## src/rtl/cpu_parameters.sv

```systemverilog
// Core-wide parameters shared by datapath blocks.
package cpu_parameters;
  parameter int xlen = 32;
endpackage

```

## src/rtl/rf_write_arbiter.sv

```systemverilog
// Round-robin arbiter sharing the register file write port among NREQ writeback sources.
// Optional feature: define RF_WARB_X0_FILTER_EN to drop x0 writes at the holding buffers.
module rf_write_arbiter
  import cpu_parameters::*;
#(
  parameter int NREQ = 3
) (
  input  logic                       clk,
  input  logic                       rst_n,
  input  logic [NREQ-1:0]            req_valid,
  input  logic [NREQ-1:0][4:0]       req_ad,
  input  logic [NREQ-1:0][xlen-1:0]  req_data,
  output logic [NREQ-1:0]            req_ready,
  output logic                       w_valid,
  output logic [4:0]                 w_ad,
  output logic [xlen-1:0]            w_data,
  output logic                       busy
);

  localparam int PTR_W = (NREQ > 1) ? $clog2(NREQ) : 1;

  logic [NREQ-1:0]           full;
  logic [NREQ-1:0]           full_next;
  logic [NREQ-1:0]           grant;
  logic [NREQ-1:0]           xfer;
  logic [NREQ-1:0]           load;
  logic [NREQ-1:0][4:0]      buf_ad;
  logic [NREQ-1:0][xlen-1:0] buf_data;
  logic [PTR_W-1:0]          ptr;
  logic [PTR_W-1:0]          ptr_next;
  logic [PTR_W-1:0]          gnt_idx;
  logic                      gnt_any;
  logic [PTR_W-1:0]          order [NREQ];

  // Search order starts at the round-robin pointer and wraps modulo NREQ.
  always_comb begin
    for (int k = 0; k < NREQ; k++) begin
      order[k] = PTR_W'((int'(ptr) + k) % NREQ);
    end
  end

  always_comb begin
    grant   = '0;
    gnt_idx = '0;
    gnt_any = 1'b0;
    for (int k = 0; k < NREQ; k++) begin
      if (!gnt_any && full[order[k]]) begin
        gnt_any = 1'b1;
        gnt_idx = order[k];
      end
    end
    grant[gnt_idx] = gnt_any;
  end

  // A granted buffer drains this cycle, so it may refill on the same edge.
  assign req_ready = {NREQ{rst_n}} & (~full | grant);
  assign xfer      = req_valid & req_ready;

`ifdef RF_WARB_X0_FILTER_EN
  always_comb begin
    for (int i = 0; i < NREQ; i++) begin
      load[i] = xfer[i] & (req_ad[i] != 5'd0);
    end
  end
`else
  assign load = xfer;
`endif

  assign full_next = (full & ~grant) | load;
  assign ptr_next  = (gnt_idx == PTR_W'(NREQ - 1)) ? '0 : gnt_idx + 1'b1;

  always_ff @(posedge clk or negedge rst_n) begin
    if (!rst_n) begin
      full    <= '0;
      ptr     <= '0;
      w_valid <= 1'b0;
      w_ad    <= '0;
      w_data  <= '0;
      busy    <= 1'b0;
    end else begin
      full    <= full_next;
      w_valid <= gnt_any;
      busy    <= (|full_next) | gnt_any;
      if (gnt_any) begin
        ptr    <= ptr_next;
        w_ad   <= buf_ad[gnt_idx];
        w_data <= buf_data[gnt_idx];
      end
    end
  end

  // Payload is qualified by full, so it needs no reset.
  always_ff @(posedge clk) begin
    for (int i = 0; i < NREQ; i++) begin
      if (xfer[i]) begin
        buf_ad[i]   <= req_ad[i];
        buf_data[i] <= req_data[i];
      end
    end
  end

endmodule

```

## config.mk

```make
export PLATFORM = sky130hd
export DESIGN_NAME = rf_write_arbiter
export DESIGN_NICKNAME = d
export VERILOG_FILES = /design/src/rtl/cpu_parameters.sv /design/src/rtl/rf_write_arbiter.sv
export SDC_FILE = /design/constraint.sdc
export NUM_CORES = 1
export LEC_CHECK = 0
export CAP_MARGIN = 0
export CORE_UTILIZATION = 50
export CTS_BUF_LIST = sky130_fd_sc_hd__clkbuf_4
export DETAILED_ROUTE_END_ITERATION = 10
export PLACE_DENSITY = 0.88
export SLEW_MARGIN = 20
export SYNTH_ARGS = -nofsm -noshare
export SYNTH_HDL_FRONTEND = slang
export SYNTH_SLANG_ARGS = --single-unit
```

## constraint.sdc

```tcl
create_clock -name clk -period 5.1 [get_ports clk]
set_clock_uncertainty 0.15 [all_clocks]
set_input_delay 0.765 -clock clk [delete_from_list [all_inputs] [get_ports clk]]
set_output_delay 0.765 -clock clk [all_outputs]
set_load 0.03 [all_outputs]
```

After elaboration in Yosys (flattened, before gate mapping)
Cells that the tools add are included. W data, S select, Z words.

Multiply operators: 0. Add/sub/neg operators: 3. Magnitude comparators: 5. Bitwise gates (word level): 9. Mux-type cells: 19. Shift operators: 0. Eq/ne operators: 1. Divide/modulo/power cells: 3. Reduce and logical (&&, ||, !) cells: 6.

Operators by type and width (count): $bmux W32 S2 (1); $mod A32 B3 Y32 const B (2); $mod A3 B3 Y32 const B (1); $mux W32 (1); $and A3 B3 Y3 (4); $lt A2 B3 Y1 const B (4); $bmux W5 S2 (1); $mux W2 (4); $mux W1 (7); $bmux W1 S2 (3); $not A3 Y3 (2); $or A3 B3 Y3 (2); $mux W5 (1); $add A2 B1 Y3 const B (1); $add A2 B2 Y3 const B (1); $logic_and A1 B1 Y1 (3); $reduce_or A3 Y1 (1); $add A2 B1 Y2 const B (1); $demux W1 S2 (1); $eq A2 B2 Y1 const B (1); $ge A2 B1 Y1 const B (1); $logic_not A1 Y1 (2); $or A1 B1 Y1 (1).

Bits in writable memories: 0. Register bits: 155. Bits in read-only memories: 0. Word-level logic and storage cells: 58. Memories kept: 0. Bits in latches: 0.

Depth between registers and ports, before layout
Gate-level depths: netlist (run 1).

Word-level depth: 21. Gate-level depth with buffers: 11.

Worst setup path before layout (run 1)
No wires, ideal clock.

Path kind: register to register. From: register ptr[0]. To: register buf_ad[0] (netlist bit) (enable). Data required time: 4506 ps. Arrival: 3763 ps. Path buffers: 2. Stages on the path, launching flop included: 10. Library setup time: 444 ps. Path slack: 744 ps. Cell sequence: dfrtp_1 -> inv_1 -> ha_1 -> buf_2 -> nor2b_1 -> o21ai_0 -> a31oi_2 -> clkbuf_1 -> o221ai_1 -> a21oi_1.

Word-level cells in the longest chain between the ends: 18. Elaborated cells on any way between the ends: 30. Classes of those cells: add/sub (2); div (3); order compare (2); mux (14); bitwise (4); reduce/logical (5).

RTL lines: start: declaration (line rf_write_arbiter.sv:29) `logic [PTR_W-1:0] ptr;`; start signal: assignment (line rf_write_arbiter.sv:85) `ptr <= ptr_next;`; branches (longest 14 deep; another with $mod A32 B3 Y32); $and A3 B3 Y3 (no source line) (*); $or A3 B3 Y3 (*) (line rf_write_arbiter.sv:56) `assign req_ready = {NREQ{rst_n}} & (~full | grant);`; $and A3 B3 Y3 (*) (line rf_write_arbiter.sv:56); $and A3 B3 Y3 (*) (line rf_write_arbiter.sv:57) `assign xfer = req_valid & req_ready;`; named net load[0] (line rf_write_arbiter.sv:26) `logic [NREQ-1:0] load;`; end signal: indexed assignment (line rf_write_arbiter.sv:96) `buf_ad[i] <= req_ad[i];`; end: declaration (line rf_write_arbiter.sv:27) `logic [NREQ-1:0][4:0] buf_ad;`.

Mark *: on every way through the listed nets, which the timed path passes. The select of a mux whose other input is x is not followed. A chain may end at the register's enable or synchronous reset.

Worst setup path after layout (run 1)
From: register ptr[0]. To: output req_ready[0].

Word-level cells in the longest chain between the ends: 17. Elaborated cells on any way between the ends: 29. Classes of those cells: add/sub (2); div (3); order compare (2); mux (14); bitwise (3); reduce/logical (5).

RTL lines: branches (longest 14 deep; another with $mod A32 B3 Y32); $and A3 B3 Y3 (no source line) (*); $or A3 B3 Y3 (*) (line rf_write_arbiter.sv:56); $and A3 B3 Y3 (*) (line rf_write_arbiter.sv:56); end: declaration (line rf_write_arbiter.sv:13) `output logic [NREQ-1:0] req_ready,`.

Mark *: on every way between the ends. The select of a mux whose other input is x is not followed.

==> results of run 1 <==
timing repair:
item,4_1_cts,5_1_grt
setup buffers,0,0
gates resized for setup,0,3
setup endpoints to repair,0,2
final cells by class:
class | count | area share (%)
Inverter | 17 | 0.815
Clock inverter | 14 | 1.90
Tap cell | 140 | 2.24
Antenna cell | 1 | 0.0320
Multi-Input combinational cell | 144 | 16.0
Clock buffer | 18 | 1.73
Timing Repair Buffer | 164 | 20.7
Sequential cell | 155 | 56.6
power groups by stage:
stage | clock [uW] | combinational [uW] | sequential [uW]
6_report | 736 | 3050 | 1990
5_1_grt | 801 | 3260 | 2020
4_1_cts | 748 | 3030 | 1990
3_5_place_dp | 0 | 3020 | 2020
3_3_place_gp | 0 | 2930 | 1990
2_1_floorplan | 0 | 1810 | 2270
path summary, 6_finish.rpt:
| check | startpoint | to | slack [ns] | cells after the start |
|---|---|---|---|---|
| setup / recovery | ptr[0] | req_ready[0] | 0.45 | 8 |
| hold / removal | rst_n | w_data[8] | 0.16 | 1 |
| setup reg to reg | full[2] | buf_data[64] | 1.37 | 6 |
| hold reg to reg | buf_ad[1] | w_ad[1] | 0.32 | 1 |
| max in group asynchronous | rst_n | w_valid | 3.87 | 2 |
| min in group clk | buf_ad[1] | w_ad[1] | 0.32 | 1 |
synth_stat cells, drive strengths merged (2+ instances only):
cell	instances	area share (%)
a21oi	4	0.35
o32ai	11	1.7
nand2	8	0.52
nand2b	3	0.32
inv	17	1.1
o21ai	9	0.78
nor2b	5	0.54
nor3	2	0.26
a221o	37	6.4
ha	4	0.86
and2	4	0.43
a32o	26	4.5
dfrtp	44	19
nand3b	2	0.26
nor2	2	0.13
clkbuf	11	0.71
nand3	11	0.95
a32oi	2	0.43
buf	11	1.4
edfxtp	111	57
stage by stage:
step / cell area [um2] / util [%] / hold WS (ns) / cells
global placement: 7520 / 67.9 / 0.307 / 620
floorplan: 5800 / - / 0.305 / 338
global route: 7830 / 70.7 / 0.157 / 653
detailed placement: 7520 / 67.9 / 0.313 / 620
CTS: 7810 / 70.5 / 0.126 / 652
finish: 7830 / 70.7 / 0.155 / 653
flip-flops by register name, summed over array words and instances (netlist names):
name / count
w_data: 32
w_ad: 5
busy: 1
ptr: 2
buf_data: 96
full: 3
w_valid: 1
buf_ad: 15
kinds of logic after synthesis:
group / Yosys count / synth area share, %
AO/OA/AOI/OAI: 99 / 15.6
buffers and inverters: 39 / 3.19
adder cells (fa/ha/maj): 4 / 0.863
multiplexers: 1 / 0.173
flip-flops: 155 / 76.4
AND/OR/NAND/NOR: 40 / 3.73
worst max-delay path, stage by stage, from the launching register on:
cell,delay [ns]
dfrtp_1,0.42
inv_1,0.10
ha_1,0.27
mux2i_1,0.33
o21ai_0,0.19
nor3_4,0.58
o221ai_1,0.31
a21boi_0,0.29
clkdlybuf4s50_1,0.71
routing by layer:
metal  vias up  routed length (um)  GRT usage (%)
met4         0                 362           12.4
met2       182                7750           44.1
met1      1909                5340           30.6
met3        29                 797           4.33
met5         -                   0              0
li1       1718                   -              -
==> impl_results.md, run 1 <==
* Status: finished clean
* DRC Markers at 0
* Syn Nets at 458
* Area growth syn-to-layout at 35.0%
* Yosys reg bits at 155
* Synth cell types at 37
* Register area at 4430 um2
* Comb power frac at 52.8%
* Async SR Flop Fraction at 28.4%
* Hold violation total from the final report at 0
* Clk sinks at 155
* RSZ-0062 raised after global routing: false
* Ports at 158
* Yosys Warn Count at 0
* Actual slew at the worst max-slew pin at 1.09 ns
* ANT nets after route at 0
* Worst EP arrival at 3.74 ns
* Die ar. at 12000 um2
* Starting Density at 52.4%
* Number of flops mapped to enable cells by yosys at 111
* Fmax at 215 MHz
* Post-Syn Instances at 338
* Clock slew at reported path FFs at 0.15 ns
* Cts hold-fix bufs at 0
* WL per Instance at 21.8 um
* Clock share of power at 12.7%
* Final period util at 91.2%
* Register share of total power at 34.5%
* Fill count at 746
* CP Launch Type: flip-flop
* Commonest non-fill, non-tap cell in the layout: clkdlybuf4s50_1
* Worst setup EP type: output pin
* GP Congestion at 0.814
* WS Path Type: flip-flop to output pin
* Initial DRT Pass Iterations at 5
* Syn avg cell area at 17.2 um2
* Critical path required time at 4.18 ns
* Layout cells sized above 1 at 9.96%
* 1st-iter DRT viols at 286
* Leak Pwr at 0.00280 uW
* Max-slew violations at 0
* Initial antenna violation count at 1
* Post-route setup slack at 0.448 ns
* Vias in the first global route at 4049
* Top FF cell, synth: edfxtp_1
* Hpwl dp at 9750 um
* Final wirelength at 14300 um
* Max-cap violations at 0
* Die Height at 110 um
* Rows at 38
* Sequential-to-total area share from yosys stat at 76.4%
* DR vias at 3838
* Design Power at 5780 uW
* CTS tree: done
* Port bufs at 157
* Syn Std Cell Area at 5800 um2
* Footprint of the multi-input gates at 1250 um2
* Dpl ws at 0.839 ns
* Total track usage at 25.3%
* Min-delay worst type: input port to asynchronous set/reset pin
* H-tree Lvls at 4
* Die width at 110 um
* Vias/cell at 5.88
* Worst-Skew Late Latency at 0.53 ns
* Tmin final at 4.65 ns
* Commonest non-fill, non-tap cells in the layout: clkdlybuf4s50_1 (156), edfxtp_1 (111), dfrtp_1 (44), a221o_1 (37), a32o_1 (26)
* Internal power at 3310 uW
* Largest net degree at the start of global routing at 39
* Clk buf depth at 2
* Reported net switching power at 2460 uW
* PwrDens at 738 nW/um2
* Core box area at 11100 um2
* Global-route wire length before repair at 21500 um
* Grt ovf at 0
* Final setup viols at 0
* Root buf cell: clkbuf_4
* VDD IR-drop max at 0.665 mV
* Setup TNS at 0 ns
* Nets@finish at 619
* Crit-path max FO at 16
* Slew HR at 27.4%
* CTS Buf Count at 17
* Switching Fraction at 42.7%
(Power assumes the default switching activity.)
==> run 2: changes to the inputs <==
--- a/config.mk
+++ b/config.mk
@@ -8,9 +8,10 @@
 export CAP_MARGIN = 0
 export CORE_UTILIZATION = 50
 export CTS_BUF_LIST = sky130_fd_sc_hd__clkbuf_4
+export CTS_CLUSTER_SIZE = 14
 export DETAILED_ROUTE_END_ITERATION = 10
 export PLACE_DENSITY = 0.88
-export SLEW_MARGIN = 20
 export SYNTH_ARGS = -nofsm -noshare
 export SYNTH_HDL_FRONTEND = slang
 export SYNTH_SLANG_ARGS = --single-unit
+export TNS_END_PERCENT = 10
==> run 2 against run 1 <==
Routed wire length up 0.23%. First-iteration DRC count down 4.2%. Sequential power about the same. Critical path depth unchanged. Clock power up 6.8%. Global-route usage up 0.089 points. Critical path type unchanged. Highest routed layer unchanged.
==> impl_results.md, run 2 (synthesis gave the netlist of run 1 again) <==
* Status: finished clean
* Rows at 38 (unchanged)
* Hold violation total from the final report at 0 (unchanged)
* Critical path required time at 4.18 ns (about the same)
* H-tree Lvls at 4 (unchanged)
* WS Path Type: flip-flop to output pin
* Worst setup EP type: output pin
* VDD IR-drop max at 0.646 mV (-2.8%)
* Worst EP arrival at 3.85 ns (+0.11 ns)
* Commonest non-fill, non-tap cell in the layout: clkdlybuf4s50_1
* Core box area at 11100 um2 (unchanged)
* Final setup viols at 0 (unchanged)
* Placed inst area at 7520 um2 (about the same)
* PwrDens at 741 nW/um2 (+0.46%)
* Design Power at 5810 uW (+0.59%)
* Worst r2r src: full[2]
* Vias/cell at 5.90 (+0.36%)
* WL per Instance at 21.9 um (+0.23%)
* Cts hold-fix bufs at 0 (unchanged)
* Fmax at 210 MHz (-2.4%)
* Starting Density at 52.4% (unchanged)
* Max-slew violations at 0 (unchanged)
* Cell Chain, Critical Path: inv_1 -> ha_1 -> nor2b_1 -> o21ai_0 -> a31oi_2 -> o221ai_1 -> a21boi_0 -> clkdlybuf4s50_1
* Largest net degree at the start of global routing at 39 (unchanged)
* Initial antenna violation count at 1 (unchanged)
* Total track usage at 25.4% (+0.089 points)
* Global-route wire length before repair at 21600 um (+0.74%)
* DRC Markers at 0 (unchanged)
* Initial DRT Pass Iterations at 5 (unchanged)
* Max-cap violations at 0 (unchanged)
* Reg with most FFs: buf_data
* Fill count at 746 (unchanged)
* Slew HR at 18.5% (-8.9 points)
* Leak Pwr at 0.00281 uW (+0.32%)
* RSZ-0062 raised after global routing: false
* Commonest non-fill, non-tap cells in the layout: clkdlybuf4s50_1 (156), edfxtp_1 (111), dfrtp_1 (44), a221o_1 (37), a32o_1 (26)
* Area growth syn-to-layout at 35.2%
* ANT nets after route at 0 (unchanged)
* Final period util at 93.5% (+2.3 points)
* Actual slew at the worst max-slew pin at 1.22 ns (+0.133 ns)
* Layout cells sized above 1 at 9.96% (unchanged)
* Die Height at 110 um (unchanged)
* Final wirelength at 14300 um (+0.23%)
* Clk buf depth at 2 (unchanged)
* Vias in the first global route at 4062 (+0.32%)
* R2R setup slack at 1.35 ns (-0.02 ns)
* Post-route setup slack at 0.333 ns (-0.115 ns)
* Nets@finish at 619 (unchanged)
* CTS tree: done
* Tmin final at 4.77 ns (+0.115 ns)
* CTS Buf Count at 17 (unchanged)
* Die width at 110 um (unchanged)
* GP Congestion at 0.814 (unchanged)
* Max FFs per register at 96 (unchanged)
* R2R cell count at 6 (unchanged)
* Final Cell Area at 7840 um2 (+0.13%)
* Hpwl dp at 9750 um (about the same)
* Port bufs at 157 (unchanged)
* Die ar. at 12000 um2 (unchanged)
* Crit-path max FO at 16 (unchanged)
* CP peak stage delay at 0.73 ns (+0.02 ns)
* CP Launch Type: flip-flop
* CP max-delay cell: a31oi_2
* Clk sinks at 155 (unchanged)
* Grt ovf at 0 (unchanged)
* Biggest regs: buf_data (96), w_data (32), buf_ad (15)
* Root buf cell: clkbuf_4
* FF-to-FF End: buf_data[64]
* Min-delay worst type: input port to asynchronous set/reset pin
* 1st-iter DRT viols at 274 (-4.2%)
* Dpl ws at 0.879 ns (+0.0391 ns)
* Worst-Skew Late Latency at 0.54 ns (about the same)
* DR vias at 3852 (+0.36%)
* Ports at 158 (unchanged)
* Setup TNS at 0 ns (unchanged)
* Clock slew at reported path FFs at 0.14 ns (about the same)
[run 2: cell type report]
type,instances,area [um2],share of cell area (%)
antenna,1,2.50,0.0319
clock buffer,18,135,1.72
clock inverter,14,173,2.20
inverter,17,63.8,0.814
multi-input combinational,144,1240,15.8
sequential,155,4430,56.6
tap,140,175,2.23
timing repair buffer,164,1620,20.7
[run 2: worst max-delay path: cells and delay by family, from the launching register on]
family	cells	cell delay [ns]
compound gates	4	1.51
flops	1	0.40
simple gates	1	0.20
buf+inv	2	0.79
fa+ha+maj	1	0.42
[run 2: per-layer routing]
metal  global-route usage, %  vias up  wire length (um)
li1                        -     1718                 -
met1                    31.1     1922              5320
met2                    43.7      175              7710
met3                    4.86       37               804
met4                    11.9        0               452
met5                       0        -                 0
[run 2: worst max-delay path by stage]
| stage | startpoint | endpoint | slack [ns] | cells past startpoint |
|---|---|---|---|---|
| floorplan | ptr[0] | buf_ad[0] | 0.74 | 9 |
| global placement | ptr[0] | req_ready[0] | 0.96 | 8 |
| detailed placement | full[2] | req_ready[2] | 0.88 | 6 |
| CTS | ptr[0] | req_ready[0] | 0.27 | 8 |
| global route | ptr[0] | req_ready[0] | 0.06 | 8 |
| finish | ptr[0] | req_ready[0] | 0.33 | 8 |
[run 2: per-stage QoR]
step	instances	util, %	hold WS, ns
after CTS	652	70.6	0.131
after floorplan	338	-	0.305
after global placement	620	67.9	0.307
after detailed placement	620	67.9	0.313
final	653	70.8	0.148
after global routing	653	70.8	0.159
[run 2: repair_timing]
action / CTS / global route
setup buffers: 0 / 0
endpoints found under the setup margin: 0 / 2
gates resized for setup: 0 / 2
[run 2: power breakdown]
| part | internal (uW) | switching [uW] | leakage, uW |
|---|---|---|---|
| Combinational | 1240 | 1790 | 0.00111 |
| Clock | 319 | 467 | 0.000168 |
| Sequential | 1790 | 200 | 0.00154 |
| Total | 3350 | 2460 | 0.00281 |
==> run 3: changes to the inputs <==
--- a/config.mk
+++ b/config.mk
@@ -6,11 +6,13 @@
 export NUM_CORES = 1
 export LEC_CHECK = 0
 export CAP_MARGIN = 0
-export CORE_UTILIZATION = 50
+export CORE_MARGIN = 5
+export CORE_UTILIZATION = 54
 export CTS_BUF_LIST = sky130_fd_sc_hd__clkbuf_4
 export CTS_CLUSTER_SIZE = 14
 export DETAILED_ROUTE_END_ITERATION = 10
-export PLACE_DENSITY = 0.88
+export PLACE_DENSITY = 0.94
+export REMOVE_ABC_BUFFERS = 1
 export SYNTH_ARGS = -nofsm -noshare
 export SYNTH_HDL_FRONTEND = slang
 export SYNTH_SLANG_ARGS = --single-unit
==> constraint.sdc (replaced) <==
create_clock -name clk -period 6 [get_ports clk]
set_clock_uncertainty 0.15 [all_clocks]
set_input_delay 0.9 -clock clk [delete_from_list [all_inputs] [get_ports clk]]
set_output_delay 0.9 -clock clk [all_outputs]
set_load 0.03 [all_outputs]
==> run 3 against run 2 <==
Sequential power down 15%. Die area is 7.3% higher. Setup slack better by 0.68 ns. Register-to-register slack improved by 0.78 ns. First-iteration DRC count rose by 16%. Combinational power down 15%. Hold slack better by 0.020 ns. Sequential cell count unchanged. Critical path depth stayed put. Count of clock-buffer cells in the layout rose by 1. Critical path type unchanged.
==> impl_results.md, run 3 (synthesis gave the netlist of run 1 again) <==
* Post-CTS Setup Bufs at 0 (unchanged)
* CP top delay family: compound AO/OA/AOI/OAI gates
* Commonest non-fill, non-tap cells in the layout: clkdlybuf4s50_1 (156), edfxtp_1 (111), dfrtp_1 (44), a221o_1 (37), a32o_1 (26)
* Final std cells w/o fill at 649 (-0.61%)
* Register share of total power at 34.2% (about the same)
* Nets@finish at 619 (unchanged)
* Max-cap violations at 0 (unchanged)
* Final wirelength at 14600 um (+2.4%)
* H-tree Lvls at 4 (unchanged)
* Max-slew violations at 0 (unchanged)
* Clk sinks at 155 (unchanged)
* Status: finished clean
* Max FFs per register at 96 (unchanged)
* 1st-iter DRT viols at 318 (+16%)
* Rows at 37 (-2.6%)
* Clock share of power at 13.7% (+0.2 points)
* Comb power frac at 52.1% (about the same)
* CTS Buf Count at 17 (unchanged)
* Commonest non-fill, non-tap cell in the layout: clkdlybuf4s50_1
* Design Power at 4920 uW (-15%)
* Final period util at 83.1%
* Root buf cell: clkbuf_4
* Layout cells sized above 1 at 9.96% (unchanged)
* Die ar. at 12900 um2 (+7.3%)
* Fill count at 634 (-15%)
* Vias in the first global route at 4230 (+4.1%)
* Clk buf depth at 2 (unchanged)
* Biggest regs: buf_data (96), w_data (32), buf_ad (15)
* Hpwl dp at 9890 um (+1.4%)
* RSZ-0062 raised after global routing: false
* Stages on the worst setup path at 8 (unchanged)
* Area growth syn-to-layout at 34.9%
* Core box area at 10400 um2 (-6.0%)
* CP Launch Type: flip-flop
* Actual slew at the worst max-slew pin at 1.37 ns (+0.146 ns)
* R2R cell count at 8 (+2)
* Reg with most FFs: buf_data
* Post_cts resized at 0 (unchanged)
* VDD IR-drop max at 0.421 mV (-35%)
* Global-route wire length before repair at 22800 um (+5.7%)
* Setup TNS at 0 ns (unchanged)
* Fmax at 200 MHz
* Placed cells at 616 (-0.65%)
* Crit-path max FO at 16 (unchanged)
* Starting Density at 55.7% (+3.3 points)
* Min-delay worst type: input port to asynchronous set/reset pin
* Internal power at 2870 uW (-14%)
* Worst setup EP type: output pin
* Die width at 114 um (+3.6%)
* Slew HR at 8.72% (-9.8 points)
* CP max-delay cell: a31oi_2
* Reported net switching power at 2060 uW (-16%)
* Initial antenna violation count at 1 (unchanged)
* DRC Markers at 0 (unchanged)
* GP Congestion at 0.859 (+5.5%)
* Cell Chain, Critical Path: inv_1 -> ha_1 -> nor2b_1 -> o21ai_0 -> a31oi_2 -> o221ai_1 -> a21boi_0 -> clkdlybuf4s50_1
* Worst EP arrival at 3.94 ns (+0.09 ns)
* Initial DRT Pass Iterations at 6 (+1)
* DR vias at 3868 (+0.42%)
* Critical path required time at 4.95 ns (+0.77 ns)
* Switching Fraction at 41.8% (-0.55 points)
* Clock slew at reported path FFs at 0.13 ns (about the same)
* Cts hold-fix bufs at 0 (unchanged)
* Leak Pwr at 0.00282 uW (+0.15%)
* CP peak stage delay at 0.72 ns (about the same)
* Port bufs at 157 (unchanged)
* WS Path Type: flip-flop to output pin
* Ports at 158 (unchanged)
* Worst-Skew Late Latency at 0.56 ns (+0.02 ns)
* Tmin final at 4.99 ns
* Hold violation total from the final report at 0 (unchanged)
* Vias/cell at 5.96 (+1.0%)
* Grt ovf at 0 (unchanged)
* Crit path buf inv count at 2 (unchanged)
* WL per Instance at 22.5 um (+3.0%)
* Die Height at 114 um (+3.6%)
* CTS tree: done
* PwrDens at 629 nW/um2 (-15%)
* Largest net degree at the start of global routing at 39 (unchanged)
* Final setup viols at 0 (unchanged)
* ANT nets after route at 0 (unchanged)
* Total track usage at 23.8% (-1.6 points)
## run 3: worst reg2reg max path, delay by kind of cell (launching register included)
kind	cells	cell delay, ns
AO/OA/AOI/OAI	4	1.85
buffers and inverters	2	0.53
adder cells (fa/ha/maj)	1	0.42
flip-flops	1	0.39
AND/OR/NAND/NOR	1	0.21
## run 3: final timing paths
kind                              start           end  slack, ns
setup / recovery                 ptr[0]  req_ready[0]       1.01
hold / removal                    rst_n          busy       0.17
setup reg to reg                 ptr[0]  buf_data[17]       2.13
hold reg to reg            buf_data[63]    w_data[31]       0.34
max in group asynchronous         rst_n       w_ad[2]       4.73
min in group clk           buf_data[63]    w_data[31]       0.34
## run 3: layout make-up
type	count	area (um2)	area share, %
Sequential cell	155	4430	56.7
Clock buffer	19	143	1.82
Antenna cell	1	2.50	0.0320
Timing Repair Buffer	164	1620	20.7
Clock inverter	13	166	2.13
Tap cell	136	170	2.17
Multi-Input combinational cell	144	1220	15.7
Inverter	17	63.8	0.816
## run 3: metal layers
layer  share of wire (%)  GRT usage [%]  up-vias
met4                 2.7           9.62        0
met3                 8.5           8.12       34
met5                   0              0        -
li1                    -              -     1710
met1                  37           28.8     1920
met2                  51           39.3      204
## run 3: stage by stage
stage               util [%]  cell area [um2]  hold WS [ns]  worst slack [ns]
floorplan                  -             5680         0.305              1.69
global placement        72.1             7510         0.308              1.86
detailed placement      72.1             7510         0.313              1.64
CTS                     75.1             7820         0.133              1.01
global route            75.1             7820         0.163             0.810
finish                  75.1             7820         0.168              1.01
## run 3: power groups by stage
| stage | combinational (uW) | clock [uW] | sequential (uW) |
|---|---|---|---|
| detailed placement | 2560 | 0 | 1710 |
| finish | 2570 | 674 | 1690 |
| global route | 2750 | 730 | 1720 |
| floorplan | 1350 | 0 | 1940 |
| global placement | 2450 | 0 | 1690 |
| CTS | 2560 | 688 | 1690 |
